===== src/rtl/read_result_2.sv =====
// Sweeps the FC output-neuron RAM, buffers the fixed-latency read data and streams it out with a running signed argmax.
// Latency: first word out READ_LATENCY+2 cycles after start. Backpressure: reads are issued only while fewer than FIFO_DEPTH words are reserved.

module rr2_fifo #(
  parameter int WIDTH = 8,
  parameter int DEPTH = 4
) (
  input  logic             clock,
  input  logic             reset_n,
  input  logic             i_wr_vld,
  input  logic [WIDTH-1:0] i_wr_dat,
  input  logic             i_rd_rdy,
  output logic             o_rd_vld,
  output logic [WIDTH-1:0] o_rd_dat
);
  localparam int PW = (DEPTH > 1) ? $clog2(DEPTH) : 1;
  localparam int CW = $clog2(DEPTH + 1);
  localparam logic [PW-1:0] LAST_PTR = PW'(DEPTH - 1);
  localparam logic [CW-1:0] FULL_CNT = CW'(DEPTH);

  logic [WIDTH-1:0] r_mem [DEPTH];
  logic [PW-1:0]    r_wr_ptr;
  logic [PW-1:0]    r_rd_ptr;
  logic [CW-1:0]    r_count;
  logic             w_push;
  logic             w_pop;

  assign w_push   = i_wr_vld && (r_count != FULL_CNT);
  assign w_pop    = i_rd_rdy && (r_count != '0);
  assign o_rd_vld = (r_count != '0);
  assign o_rd_dat = r_mem[r_rd_ptr];

  always_ff @(posedge clock or negedge reset_n) begin
    if (!reset_n) begin
      for (int i = 0; i < DEPTH; i++) r_mem[i] <= '0;
      r_wr_ptr <= '0;
      r_rd_ptr <= '0;
      r_count  <= '0;
    end else begin
      if (w_push) begin
        r_mem[r_wr_ptr] <= i_wr_dat;
        r_wr_ptr        <= (r_wr_ptr == LAST_PTR) ? '0 : r_wr_ptr + PW'(1);
      end
      if (w_pop) r_rd_ptr <= (r_rd_ptr == LAST_PTR) ? '0 : r_rd_ptr + PW'(1);
      case ({w_push, w_pop})
        2'b10:   r_count <= r_count + CW'(1);
        2'b01:   r_count <= r_count - CW'(1);
        default: r_count <= r_count;
      endcase
    end
  end
endmodule

module read_result_2 #(
  parameter int DATA_WIDTH_FC           = 16,
  parameter int FC_OUTNEURON_ADDR_WIDTH = 4,
  parameter int OUTNEURON               = 10,
  parameter int PO                      = 1,
  parameter int READ_LATENCY            = 2,
  parameter int FIFO_DEPTH              = 4
) (
  input  logic                               clock,
  input  logic                               reset_n,
  input  logic                               start,
  output logic                               busy,
  output logic                               done,
  output logic                               fc_outneuron_rden,
  output logic [FC_OUTNEURON_ADDR_WIDTH-1:0] fc_outneuron_address,
  input  logic [DATA_WIDTH_FC-1:0]           fc_outneuron_q,
  output logic                               out_valid,
  input  logic                               out_ready,
  output logic [DATA_WIDTH_FC-1:0]           out_data,
  output logic [FC_OUTNEURON_ADDR_WIDTH-1:0] out_index,
  output logic [FC_OUTNEURON_ADDR_WIDTH-1:0] argmax_index,
  output logic [DATA_WIDTH_FC-1:0]           argmax_value,
  output logic                               argmax_valid
);
  localparam int DW = DATA_WIDTH_FC;
  localparam int AW = FC_OUTNEURON_ADDR_WIDTH;
  localparam int L  = READ_LATENCY;
  localparam int N  = OUTNEURON / PO;
  localparam int RW = $clog2(FIFO_DEPTH + 1);
  localparam int CW = $clog2(N + 1);
  localparam logic [AW-1:0] LAST_ADDR = AW'(N - 1);
  localparam logic [RW-1:0] DEPTH_C   = RW'(FIFO_DEPTH);
  localparam logic [CW-1:0] LAST_CNT  = CW'(N - 1);

  typedef enum logic [1:0] {S_IDLE, S_READ, S_DRAIN, S_DONE} state_t;

  state_t         r_state;
  logic [AW-1:0]  r_addr;
  logic [RW-1:0]  r_reserved;
  logic [CW-1:0]  r_acc_cnt;
  logic           r_busy;
  logic           r_done;
  logic           r_amax_vld;
  logic [AW-1:0]  r_amax_idx;
  logic [DW-1:0]  r_amax_val;
  logic [L-1:0]   r_dl_vld;
  logic [AW-1:0]  r_dl_addr [L];

  logic           w_issue;
  logic           w_accept;
  logic           w_fifo_vld;
  logic [AW+DW-1:0] w_head;
  logic [AW-1:0]  w_head_idx;
  logic [DW-1:0]  w_head_dat;

  // Credit check: reserved already counts reads still travelling through the RAM pipe.
  assign w_issue    = (r_state == S_READ) && (r_reserved < DEPTH_C);
  assign w_accept   = w_fifo_vld && out_ready;
  assign w_head_idx = w_head[AW+DW-1:DW];
  assign w_head_dat = w_head[DW-1:0];

  assign busy                 = r_busy;
  assign done                 = r_done;
  assign fc_outneuron_rden    = w_issue;
  assign fc_outneuron_address = r_addr;
  assign out_valid            = w_fifo_vld;
  assign out_data             = w_head_dat;
  assign out_index            = w_head_idx;
  assign argmax_index         = r_amax_idx;
  assign argmax_value         = r_amax_val;
  assign argmax_valid         = r_amax_vld;

  always_ff @(posedge clock or negedge reset_n) begin
    if (!reset_n) begin
      r_dl_vld <= '0;
      for (int i = 0; i < L; i++) r_dl_addr[i] <= '0;
    end else begin
      r_dl_vld[0]  <= w_issue;
      r_dl_addr[0] <= r_addr;
      for (int i = 1; i < L; i++) begin
        r_dl_vld[i]  <= r_dl_vld[i-1];
        r_dl_addr[i] <= r_dl_addr[i-1];
      end
    end
  end

  rr2_fifo #(
    .WIDTH (AW + DW),
    .DEPTH (FIFO_DEPTH)
  ) u_fifo (
    .clock    (clock),
    .reset_n  (reset_n),
    .i_wr_vld (r_dl_vld[L-1]),
    .i_wr_dat ({r_dl_addr[L-1], fc_outneuron_q}),
    .i_rd_rdy (out_ready),
    .o_rd_vld (w_fifo_vld),
    .o_rd_dat (w_head)
  );

  always_ff @(posedge clock or negedge reset_n) begin
    if (!reset_n) begin
      r_state    <= S_IDLE;
      r_addr     <= '0;
      r_reserved <= '0;
      r_acc_cnt  <= '0;
      r_busy     <= 1'b0;
      r_done     <= 1'b0;
      r_amax_vld <= 1'b0;
      r_amax_idx <= '0;
      r_amax_val <= '0;
    end else begin
      r_done <= 1'b0;
      if (w_issue) r_addr <= r_addr + AW'(1);
      case ({w_issue, w_accept})
        2'b10:   r_reserved <= r_reserved + RW'(1);
        2'b01:   r_reserved <= r_reserved - RW'(1);
        default: r_reserved <= r_reserved;
      endcase
      // First word of a sweep seeds the argmax; strict compare keeps the lower index on ties.
      if (w_accept) begin
        r_acc_cnt <= r_acc_cnt + CW'(1);
        if ((r_acc_cnt == '0) || ($signed(w_head_dat) > $signed(r_amax_val))) begin
          r_amax_idx <= w_head_idx;
          r_amax_val <= w_head_dat;
        end
      end
      case (r_state)
        S_IDLE: begin
          if (start) begin
            r_state    <= S_READ;
            r_busy     <= 1'b1;
            r_addr     <= '0;
            r_reserved <= '0;
            r_acc_cnt  <= '0;
            r_amax_vld <= 1'b0;
            r_amax_idx <= '0;
            r_amax_val <= '0;
          end
        end
        S_READ: begin
          if (w_issue && (r_addr == LAST_ADDR)) r_state <= S_DRAIN;
        end
        S_DRAIN: begin
          if (w_accept && (r_acc_cnt == LAST_CNT)) begin
            r_state    <= S_DONE;
            r_done     <= 1'b1;
            r_amax_vld <= 1'b1;
          end
        end
        S_DONE: begin
          r_state <= S_IDLE;
          r_busy  <= 1'b0;
        end
        default: r_state <= S_IDLE;
      endcase
    end
  end
endmodule


===== config.mk =====
export PLATFORM = sky130hd
export DESIGN_NAME = read_result_2
export DESIGN_NICKNAME = d
export VERILOG_FILES = /design/src/rtl/read_result_2.sv
export SDC_FILE = /design/constraint.sdc
export NUM_CORES = 1
export LEC_CHECK = 0
export ABC_AREA = 0
export BUFFER_PORTS_ARGS = -buffer_cell sky130_fd_sc_hd__buf_4
export CELL_PAD_IN_SITES_DETAIL_PLACEMENT = 1
export CELL_PAD_IN_SITES_GLOBAL_PLACEMENT = 2
export CORE_MARGIN = 2
export CORE_UTILIZATION = 45
export CTS_BUF_LIST = sky130_fd_sc_hd__clkbuf_8
export CTS_CLUSTER_SIZE = 10
export DETAILED_ROUTE_END_ITERATION = 10
export HOLD_SLACK_MARGIN = 0.15
export PLACE_DENSITY = 0.9
export SETUP_SLACK_MARGIN = 0.15
export SLEW_MARGIN = 10
export SYNTH_ARGS = -nofsm -noshare
export SYNTH_HDL_FRONTEND = slang
export SYNTH_SLANG_ARGS = --single-unit

===== constraint.sdc =====
create_clock -name clock -period 6.41 [get_ports clock]
set_clock_uncertainty 0.2 [all_clocks]
set_input_delay 1.282 -clock clock [delete_from_list [all_inputs] [get_ports clock]]
set_output_delay 1.282 -clock clock [all_outputs]
set_load 0.01 [all_outputs]

==> results.py, run 1 <==
metrics = {
    "pwr": {
        "peakVddDrop_mv": 0.2232,
        "clkPwrFrac_pct": 15.7,
        "p_switching_mw": 1.775,
        "swShare_pct": 39.00,
        "p_leak_nw": 3.353,
        "pwr-share-seq_pct": 34.1,
        "p_per_area_nw_per_um2": 617.5,
        "p_comb_share_pct": 50.2,
        "internal_power_mw": 2.775,
        "power_mw": 4.550,
    },
    "placement": {
        "post-dp-hpwl_mm": 9.920,
        "io_buffers": 68,
        "gp_congestion": 0.7672,
    },
    "finish": {
        "multi_input_area_um2": 2736,
        "final_common_cell": "dfrtp_1",
        "final_cell_mix": "dfrtp_1 (133), mux2_2 (81), buf_4 (72)",
        "area_delta_synth_final_pct": 16.25,
        "num-fill-cells": 1411,
        "finish.net_count": 605,
        "regArea_um2": 3328,
        "diodes": 0,
        "drive_above_1_share_pct": 37.25,
    },
    "synth": {
        "synthArstFlopShare_pct": 100.0,
        "synthFlopType": "dfrtp_1",
        "seq_area_frac_synth_pct": 52.51,
        "synth_edf_count": 0,
        "syn_nets": 539,
        "synth_simple_gate_area_share_pct": 5.310,
        "synth_xor_area_share_pct": 1.382,
        "synth_top_family_by_area": "multiplexers",
        "synth-compound-area-share_pct": 7.560,
        "synth_cells": 485,
        "synth_cell_types": 42,
        "synth-seq-cells": 133,
        "synthesis.yosys.warnings": 0,
        "synth_adder_area_share_pct": 6.948,
        "avgSynthCellArea_um2": 13.07,
        "synth.area.mux_share_pct": 21.97,
        "syn_area_um2": 6339,
    },
    "clock_tree": {
        "clock-sinks": 133,
        "cts_buffers": 17,
        "path_clk_slew_ns": 0.07,
        "ctsHoldBuffers": 0,
        "cts-root-buf": "clkbuf_8",
        "postCtsSetupBuffers": 0,
        "cts_resized": 0,
        "htree_num_levels": 4,
        "cts_tree": "yes",
        "clock_path_buffers": 2,
        "insertion_delay_ns": 0.44,
    },
    "die": {
        "die_y_um": 122.7,
        "rows": 43,
        "ios": 69,
        "start_util_pct": 45.84,
        "die-area_um2": 15050,
        "die_w_um": 122.7,
        "core_um2": 13830,
    },
    "timing": {
        "hold_viol": 0,
        "rsz0062_at_grt": "false",
        "slew_violations": 0,
        "fin_crit_ns": 4.082,
        "timing.final.crit_share_pct": 63.69,
        "fmaxAchievable_ghz": 0.2450,
        "max_slew_margin_pct": 28.15,
        "tns_ns": 0,
        "setup_viol": 0,
        "tightest_slew_ns": 1.075,
    },
    "routing": {
        "detail-route-antenna-nets": 0,
        "viasPerCell": 5.511,
        "vias": 4084,
        "drc": 0,
        "drtIter0Drc": 210,
        "wl_mm": 14.56,
        "wl_per_cell_um": 19.65,
        "firstDrtPassIters": 4,
    },
    "worst_setup_path": {
        "cpMaxStageDelayCell": "o2bb2ai_2",
        "cp_data_required_time_ns": 6.58,
        "startpoint_type": "flip-flop",
        "cp_max_fo": 20,
        "cp_cell_sequence": "buf_4 > mux4_2 > ha_1 > nand2_1 > nor3_2 > o21ai_0 > o2bb2ai_2 > o21ai_1 > a21oi_1",
        "path_class": "reg -> reg",
        "cp-end-kind": "flip-flop",
        "cp_slowest_stage_delay_ns": 0.82,
        "crit_arrival_ns": 4.25,
    },
    "global_route": {
        "grt_pass1_vias": 4465,
        "grt_overflow": 0,
        "grt_pass1_wl_mm": 23.22,
        "grt_max_degree": 73,
        "grtUsageTotal_pct": 20.69,
        "antenna_found_initial": 0,
    },
    "min_path": {
        "min_path_type": "reg -> reg",
    },
    "flow_run": {
        "drv_cap": 0,
    },
    "status": {
        "status": "finished clean",
    },
}
==> worst paths after layout <==
check                                   startpoint              end  slack [ns]  cells after the start
worst max-delay path            u_fifo.r_rd_ptr[0]  argmax_index[0]        2.33                      9
worst min-delay path                  r_dl_addr[4]     r_dl_addr[0]        0.15                      0
worst max register to register  u_fifo.r_rd_ptr[0]  argmax_index[0]        2.33                      9
worst min register to register        r_dl_addr[4]     r_dl_addr[0]        0.15                      0
max in group asynchronous                  reset_n  u_fifo.r_mem[3]        3.87                      2
min in group asynchronous                  reset_n     r_dl_addr[7]        0.73                      1
==> kinds of logic after synthesis <==
logic type	Yosys count
compound gates	74
fa+ha+maj	34
flops	133
simple gates	69
buf+inv	61
mux	104
xor+xnor	10
==> metrics by stage <==
stage	cell area [µm²]	worst slack (ns)	hold WS (ns)	std cells	utilization, %
2_1_floorplan	6339	3.392	0.1312	485	-
3_3_place_gp	6965	2.440	0.1331	712	50.38
3_5_place_dp	6965	2.344	0.1358	712	50.38
4_1_cts	7368	2.318	0.1513	741	53.29
5_1_grt	7368	2.040	0.1532	741	53.29
6_report	7368	2.328	0.1493	741	53.29
==> cells in the mapped netlist (2+ instances only) <==
cell type	instances	share of area [%]
xor2_1	7	0.97
o21ai_0	6	0.47
inv_1	36	2.1
mux4_2	20	7.1
a211oi_1	3	0.36
clkbuf_1	6	0.36
mux2i_1	3	0.47
a21o_1	2	0.24
buf_4	9	1.1
mux2_2	81	14
nor3_2	2	0.32
nand3_1	21	1.7
ha_1	32	6.3
a21oi_1	30	2.4
nand4_1	4	0.39
o21ai_1	21	1.7
nor2_1	12	0.71
xnor2_1	3	0.41
fa_1	2	0.63
buf_2	9	0.71
or3_1	3	0.30
nand2_1	21	1.2
dfrtp_1	133	53
==> per-layer routing <==
layer	vias up	global-route usage [%]	share of wire [%]
met1	2148	25.75	43
met4	0	6.681	1.2
li1	1853	-	-
met2	68	35.88	53
met3	15	4.414	2.7
met5	-	0	0
==> flip-flops by register name, indices dropped and copies added, names as in the netlist <==
register	flops
fc_outneuron_address	4
r_state	2
argmax_valid	1
u_fifo.r_count	3
busy	1
u_fifo.r_mem	80
done	1
r_dl_addr	8
argmax_index	4
r_dl_vld	2
r_acc_cnt	4
argmax_value	16
r_reserved	3
u_fifo.r_wr_ptr	2
u_fifo.r_rd_ptr	2
==> final cells by class <==
cell class | count | share of cell area [%]
Timing Repair Buffer | 72 | 7.336
Inverter | 36 | 1.834
Multi-Input combinational cell | 291 | 37.14
Sequential cell | 133 | 45.17
Clock buffer | 24 | 4.483
Clock inverter | 5 | 0.9849
Tap cell | 180 | 3.057
==> worst max-delay path, delay by kind of cell (launching register included) <==
kind                       cells  cell delay, ns
and+or+nand+nor                2            0.41
AOI/OAI and AO/OA              4            1.42
muxes                          1            0.62
adders and majority gates      1            0.31
buffers and inverters          1            0.40
DFF                            1            0.61
==> power groups by stage <==
stage	clock, mW	sequential [mW]	combinational [mW]
2_1_floorplan	0	1.48	1.61
3_3_place_gp	0	1.53	2.20
3_5_place_dp	0	1.57	2.30
4_1_cts	0.735	1.55	2.32
5_1_grt	0.763	1.61	2.52
6_report	0.714	1.55	2.28
Note: power is estimated with default switching activity, not from simulation.
==> run 2, diff against run 1 <==
ABC_AREA = 1   (was 0)
CORE_UTILIZATION = 37   (was 45)
PLACE_DENSITY = 0.85   (was 0.9)
clock period = 3.9 ns   (was 6.41 ns; I/O delays follow)
==> run 2 against run 1 <==
  * Synthesized cell count up 50%
  * Sequential share of layout area decreased by 0.95 points
  * Utilization is 7.7 points lower
  * Via count rose by 27%
  * Count of clock-buffer cells in the layout shrank 4
  * Critical path depth grew 9
  * Sequential power grew 55%
  * Global-route usage fell by 0.24 points
  * Combinational power is 63% higher
  * Hold slack better by 0.00086 ns
  * Critical endpoint is now argmax_value[3]
==> results.py, run 2 <==
metrics = {
    "pwr": {
        "clkPwrFrac_pct": 18.0,
        "p_per_area_nw_per_um2": 994.0,
        "swShare_pct": 42.18,
        "p_leak_nw": 3.922,
        "p_switching_mw": 3.156,
        "power_mw": 7.481,
        "pwr-share-seq_pct": 32.2,
        "internal_power_mw": 4.325,
        "p_comb_share_pct": 49.8,
        "peakVddDrop_mv": 0.4304,
    },
    "finish": {
        "final_cell_mix": "nand2_1 (164), o21ai_0 (134), dfrtp_1 (133)",
        "regMostFlops": "u_fifo.r_mem",
        "drive_above_1_share_pct": 15.73,
        "largest_reg_flops": 80,
        "fin_util_pct": 45.54,
        "area_delta_synth_final_pct": 20.66,
        "finish.net_count": 861,
        "final_common_cell": "nand2_1",
        "stdcell_count": 1040,
        "num-fill-cells": 2023,
        "diodes": 0,
    },
    "timing": {
        "tns_ns": 0,
        "rsz0062_at_grt": "false",
        "hold_viol": 0,
        "slew_violations": 0,
        "fmaxAchievable_ghz": 0.3071,
        "tightest_slew_ns": 1.041,
        "setup_viol": 0,
        "fin_crit_ns": 3.256,
        "timing.final.crit_share_pct": 83.50,
        "max_slew_margin_pct": 30.62,
    },
    "placement": {
        "post-dp-hpwl_mm": 11.60,
        "gp_congestion": 0.7995,
        "dp.cells": 1008,
        "io_buffers": 68,
    },
    "worst_setup_path": {
        "r2r_cells": 18,
        "cp_max_fo": 40,
        "crit_arrival_ns": 3.40,
        "startpoint_type": "flip-flop",
        "critical_path_buf_inv_count": 2,
        "path_class": "reg -> reg",
        "cp_data_required_time_ns": 4.05,
        "cpMaxStageDelayCell": "dfrtp_1",
        "cp_cell_sequence": "buf_4 > o21ai_0 > o22ai_1 > ha_1 > nand2_1 > inv_1 > a21oi_1 > nand3_1 > nand2_1 > nand2_1 > nand2_1 > nand2_1 > nand2_1 > nand2_2 > nand2_4 > nand2_1 > nand2_1 > nor2_1",
        "cp_slowest_stage_delay_ns": 0.56,
        "path_delay_family": "simple AND/OR/NAND/NOR gates",
        "cp-end-kind": "flip-flop",
        "r2r-start": "u_fifo.r_rd_ptr[1]",
        "cpMostUsedCell": "nand2_1",
        "crit_start": "u_fifo.r_rd_ptr[1]",
        "path_depth": 18,
    },
    "routing": {
        "wl_mm": 16.97,
        "detail-route-antenna-nets": 0,
        "wl_per_cell_um": 16.32,
        "firstDrtPassIters": 4,
        "wl_met3_um": 637,
        "met2_length_mm": 8.886,
        "drtIter0Drc": 213,
        "vias": 5200,
        "routed.top_layer": "met4",
        "viasPerCell": 5.000,
        "drc": 0,
        "met1_length_mm": 7.143,
    },
    "global_route": {
        "antenna_found_initial": 0,
        "grt_overflow": 0,
        "grt_pass1_vias": 5713,
        "grt_max_degree": 112,
        "grt_pass1_wl_mm": 28.52,
        "grtUsageTotal_pct": 20.45,
    },
    "clock_tree": {
        "cts-root-buf": "clkbuf_8",
        "cts_buffers": 17,
        "cts_tree": "yes",
        "htree_num_levels": 4,
        "postCtsSetupBuffers": 0,
        "path_clk_slew_ns": 0.08,
        "clock-sinks": 133,
        "insertion_delay_ns": 0.46,
        "ctsHoldBuffers": 0,
        "clock_path_buffers": 2,
        "cts_resized": 0,
    },
    "status": {
        "status": "finished clean",
    },
    "die": {
        "core_um2": 16520,
        "die-area_um2": 17910,
        "start_util_pct": 37.75,
        "die_y_um": 133.8,
        "rows": 47,
        "die_w_um": 133.8,
        "ios": 69,
    },
    "synth": {
        "synth_xor_area_share_pct": 0.5617,
        "yosysMostFrequentCell": "nand2_1",
        "synth.area.mux_share_pct": 0,
        "seq_area_frac_synth_pct": 53.36,
        "synth_edf_count": 0,
        "syn_area_um2": 6237,
        "synth-compound-area-share_pct": 14.96,
        "synthArstFlopShare_pct": 100.0,
        "ys_top_cells_by_count": "nand2_1 (164), o21ai_0 (134), dfrtp_1 (133)",
        "synth_cells": 727,
        "synth_cell_types": 31,
        "synth_area_leaders": "dfrtp_1 (53%), o21ai_0 (11%), nand2_1 (9.9%), ha_1 (6.4%), nor2_1 (5.6%)",
        "avgSynthCellArea_um2": 8.579,
        "syn_nets": 781,
        "synth-seq-cells": 133,
        "synthFlopType": "dfrtp_1",
        "synth_simple_gate_area_share_pct": 17.05,
        "synth_top_area_cell": "dfrtp_1",
        "synth_top_family_by_area": "simple AND/OR/NAND/NOR gates",
        "synthesis.yosys.warnings": 0,
        "synth_adder_area_share_pct": 7.061,
        "yosysTopAreaCellShare_pct": 53.36,
    },
    "min_path": {
        "min_path_type": "reg -> reg",
        "hold_path_startpoint": "r_dl_addr[5]",
        "min_path_cells": 0,
    },
    "flow_run": {
        "drv_cap": 0,
    },
}
==> run 2: cell count changes after synthesis, sizes merged, moves of 5 or more <==
cell and delta:
clkbuf +14, mux2 -81, nand2 +145, buf -5, nor2 +81, a21oi -15, nand3 -16, inv +37
o21ai +108, o22ai +19, mux4 -20
==> run 2: cells by family after synthesis <==
| kind of cell | after synthesis |
|---|---|
| compound gates | 177 |
| xor+xnor | 4 |
| flops | 133 |
| simple gates | 272 |
| buf+inv | 107 |
| fa+ha+maj | 34 |
==> run 2: path summary, 6_finish.rpt <==
| path | end | slack [ns] |
|---|---|---|
| setup / recovery | argmax_value[3] | 0.64 |
| hold / removal | r_dl_addr[1] | 0.15 |
| setup reg to reg | argmax_value[3] | 0.64 |
| hold reg to reg | r_dl_addr[1] | 0.15 |
| max in group asynchronous | r_dl_addr[0] | 2.41 |
| min in group asynchronous | u_fifo.r_mem[3] | 0.27 |
==> run 2: area by class of cell <==
cell class | count | area, µm² | share of cell area, %
sequential | 133 | 3328 | 44.22
multi-input combinational | 487 | 2472 | 32.85
timing repair buffer | 95 | 716.9 | 9.526
clock buffer | 20 | 275.3 | 3.658
tap | 220 | 275.3 | 3.658
inverter | 73 | 274.0 | 3.641
clock inverter | 12 | 183.9 | 2.444
==> run 2: worst register-to-register path: stages, from the launching register on <==
cell	delay, ns
dfrtp_1	0.56
buf_4	0.28
o21ai_0	0.13
o22ai_1	0.33
ha_1	0.29
nand2_1	0.10
inv_1	0.05
a21oi_1	0.13
nand3_1	0.10
nand2_1	0.11
nand2_1	0.07
nand2_1	0.06
nand2_1	0.05
nand2_1	0.06
nand2_2	0.06
nand2_4	0.31
nand2_1	0.14
nand2_1	0.08
nor2_1	0.04
==> run 2: metrics by stage <==
stage                     hold WS (ns)  area, µm²  setup slack (ns)
after floorplan                 0.1312       6237             1.104
after global placement          0.1314       7067            0.8001
after detailed placement        0.1364       7067            0.6772
after CTS                       0.1534       7526            0.6462
after global routing            0.1600       7526            0.3135
final                           0.1502       7526            0.6437
==> run 2: routing by layer <==
metal / track usage [%] / vias to the layer above
met5: 0 / -
met4: 7.092 / 0
met3: 5.291 / 20
met2: 36.92 / 73
met1: 23.47 / 2607
li1: - / 2500
==> run 2: power by group through the flow <==
stage	logic [mW]	registers, mW	clock network [mW]
final	3.72	2.41	1.35
after global routing	4.28	2.49	1.45
after CTS	3.82	2.41	1.39
after detailed placement	3.79	2.43	0
after global placement	3.59	2.39	0
after floorplan	2.29	2.38	0
==> run 3, diff against run 2 <==
CORE_UTILIZATION = 33   (was 37)
PLACE_DENSITY = 0.8   (was 0.85)
clock period = 2.9 ns   (was 3.9 ns; I/O delays follow)
==> run 3 against run 2 <==
  * The flow now finishes with violations (setup timing)
  * Count of clock-buffer cells in the layout is 1 lower
  * Critical path depth rose by 4
  * Combinational power rose by 98%
  * Fmax up 10%
  * Clock power increased by 16%
  * Critical path type unchanged
  * Critical endpoint is now argmax_value[12]
==> results.py, run 3 (synthesis gave the netlist of run 2 again) <==
metrics = {
    "pwr": {
        "clkPwrFrac_pct": 12.8,
        "power_mw": 12.27,
        "internal_power_mw": 6.940,
        "peakVddDrop_mv": 0.5062,
        "p_leak_nw": 4.241,
        "pwr-share-seq_pct": 27.1,
        "p_switching_mw": 5.331,
        "swShare_pct": 43.44,
        "p_comb_share_pct": 60.1,
        "p_per_area_nw_per_um2": 1445,
    },
    "worst_setup_path": {
        "r2r_cells": 22,
        "r2r-start": "u_fifo.r_rd_ptr[0]",
        "cp_data_required_time_ns": 3.08,
        "cp_max_fo": 8,
        "timing.rr.end": "argmax_value[12]",
        "ff2ff_setup_slack_ns": -0.05,
        "cp-end-kind": "flip-flop",
        "path_class": "reg -> reg",
        "startpoint_type": "flip-flop",
        "crit_arrival_ns": 3.14,
    },
    "placement": {
        "io_buffers": 68,
        "place_ws_ns": -0.05877,
        "gp_congestion": 0.8284,
        "post-dp-hpwl_mm": 12.57,
    },
    "timing": {
        "fin_crit_ns": 2.953,
        "fmaxAchievable_ghz": 0.3387,
        "slew_violations": 0,
        "max_slew_margin_pct": 58.32,
        "setup_viol": 15,
        "whs_ns": 0.1502,
        "hold_viol": 0,
        "timing.final.crit_share_pct": 101.8,
        "rsz0062_at_grt": "true",
        "tightest_slew_ns": 0.6252,
        "layout_setup_ws_ns": -0.05285,
    },
    "clock_tree": {
        "insertion_delay_ns": 0.46,
        "htree_num_levels": 4,
        "cts-root-buf": "clkbuf_8",
        "cts_tree": "yes",
        "clock_path_buffers": 2,
        "cts_buffers": 17,
        "path_clk_slew_ns": 0.08,
        "clock-sinks": 133,
    },
    "routing": {
        "drc": 0,
        "vias": 5405,
        "drtIter0Drc": 215,
        "viasPerCell": 4.972,
        "firstDrtPassIters": 4,
        "wl_mm": 19.45,
        "detail-route-antenna-nets": 0,
        "wl_per_cell_um": 17.89,
    },
    "min_path": {
        "min_path_cells": 0,
        "min_to": "r_dl_addr[0]",
        "min_path_type": "reg -> reg",
        "hold_path_startpoint": "r_dl_addr[4]",
    },
    "finish": {
        "final_common_cell": "nand2_1",
        "regMostFlops": "u_fifo.r_mem",
        "largest_reg_flops": 80,
        "finish.net_count": 894,
        "num-fill-cells": 2163,
        "diodes": 0,
        "area_delta_synth_final_pct": 36.13,
        "final_cell_mix": "nand2_1 (152), dfrtp_1 (132), o21ai_0 (106)",
        "drive_above_1_share_pct": 28.84,
    },
    "global_route": {
        "grt_pass1_vias": 5847,
        "antenna_found_initial": 0,
        "grt_pass1_wl_mm": 30.06,
        "grt_overflow": 0,
        "grt_max_degree": 46,
        "grtUsageTotal_pct": 19.42,
    },
    "die": {
        "start_util_pct": 33.46,
        "rows": 50,
        "core_um2": 18640,
        "die-area_um2": 20020,
        "ios": 69,
        "die_w_um": 141.5,
        "die_y_um": 141.5,
    },
    "flow_run": {
        "drv_cap": 0,
    },
    "status": {
        "violations": "setup timing",
        "status": "complete, but fails checks",
    },
}
run 3: cell count changes in the layout (fill, tap and decap cells not counted), sizes merged:
| cell | previous run | this run |
|---|---|---|
| dlygate4sd3 | 0 | 1 |
| bufbuf | 0 | 1 |
| buf | 95 | 124 |
| bufinv | 5 | 2 |
| clkinv | 3 | 8 |
| clkinvlp | 1 | 4 |
| clkbuf | 20 | 21 |
| inv | 76 | 72 |
run 3: area by class of cell:
class,count,area (µm²),area share (%)
flip-flops and latches,133,3329,39.21
clock inverters,13,132.6,1.562
well taps,234,292.8,3.448
inverters,73,281.5,3.316
multi-input cells,487,2967,34.94
clock buffers,19,261.5,3.080
repair buffers,128,1226,14.44
run 3: critical path: stages, from the launching register on:
cell	delay (ns)
dfrtp_2	0.46
clkinv_4	0.12
buf_12	0.14
buf_16	0.14
o21ai_4	0.15
o22ai_2	0.10
buf_6	0.14
ha_4	0.26
nand2_4	0.04
inv_2	0.05
nand3_2	0.07
nand3_2	0.07
nand2_2	0.06
nand2_1	0.07
nand2_1	0.06
nand2_1	0.07
nand2_2	0.06
nand2_2	0.08
nand2_4	0.11
buf_12	0.18
nand2_2	0.05
nand2_1	0.05
nor2_1	0.13
run 3: metal layers:
metal | routed length (µm) | GRT usage [%] | part of all wire [%] | up-vias
li1 | - | - | - | 2575
met1 | 8080 | 22.16 | 42 | 2719
met2 | 10480 | 35.95 | 54 | 89
met3 | 649 | 4.354 | 3.3 | 22
met4 | 237 | 6.316 | 1.2 | 0
met5 | 0 | 0 | 0 | -
run 3: worst max-delay path by stage:
stage | startpoint | slack (ns) | end | cells past startpoint
after floorplan | u_fifo.r_rd_ptr[0] | 0.16 | argmax_value[0] | 18
after global placement | u_fifo.r_rd_ptr[0] | 0.03 | argmax_value[3] | 20
after detailed placement | u_fifo.r_rd_ptr[0] | -0.06 | argmax_value[12] | 20
after CTS | u_fifo.r_rd_ptr[0] | 0.02 | argmax_value[12] | 19
after global routing | u_fifo.r_rd_ptr[0] | -0.22 | argmax_index[3] | 20
final | u_fifo.r_rd_ptr[0] | -0.05 | argmax_value[12] | 22
run 3: metrics by stage:
step | TNS, ns | util [%] | std cells | cell area, µm²
after floorplan | 0 | - | 727 | 6287
final | -0.4012 | 45.54 | 1087 | 8491
after global placement | 0 | 39.07 | 1034 | 7283
after CTS | 0 | 43.40 | 1079 | 8090
after detailed placement | -0.4413 | 39.07 | 1034 | 7283
after global routing | -3.938 | 45.54 | 1087 | 8491
run 3: timing repair:
action	4_1_cts	5_1_grt
cloned	4	3
pin swaps	4	26
setup buffers	8	5
hold buffers	1	0
setup endpoints to repair	22	31
gates resized for setup	66	81
endpoints found under the hold margin	42	0
run 3: power by group through the flow:
stage / Combinational [mW] / Sequential [mW] / Clock, mW
2_1_floorplan: 3.16 / 3.20 / 0
3_3_place_gp: 5.31 / 3.22 / 0
3_5_place_dp: 5.59 / 3.27 / 0
4_1_cts: 6.40 / 3.28 / 1.61
5_1_grt: 8.12 / 3.43 / 1.69
6_report: 7.38 / 3.32 / 1.57
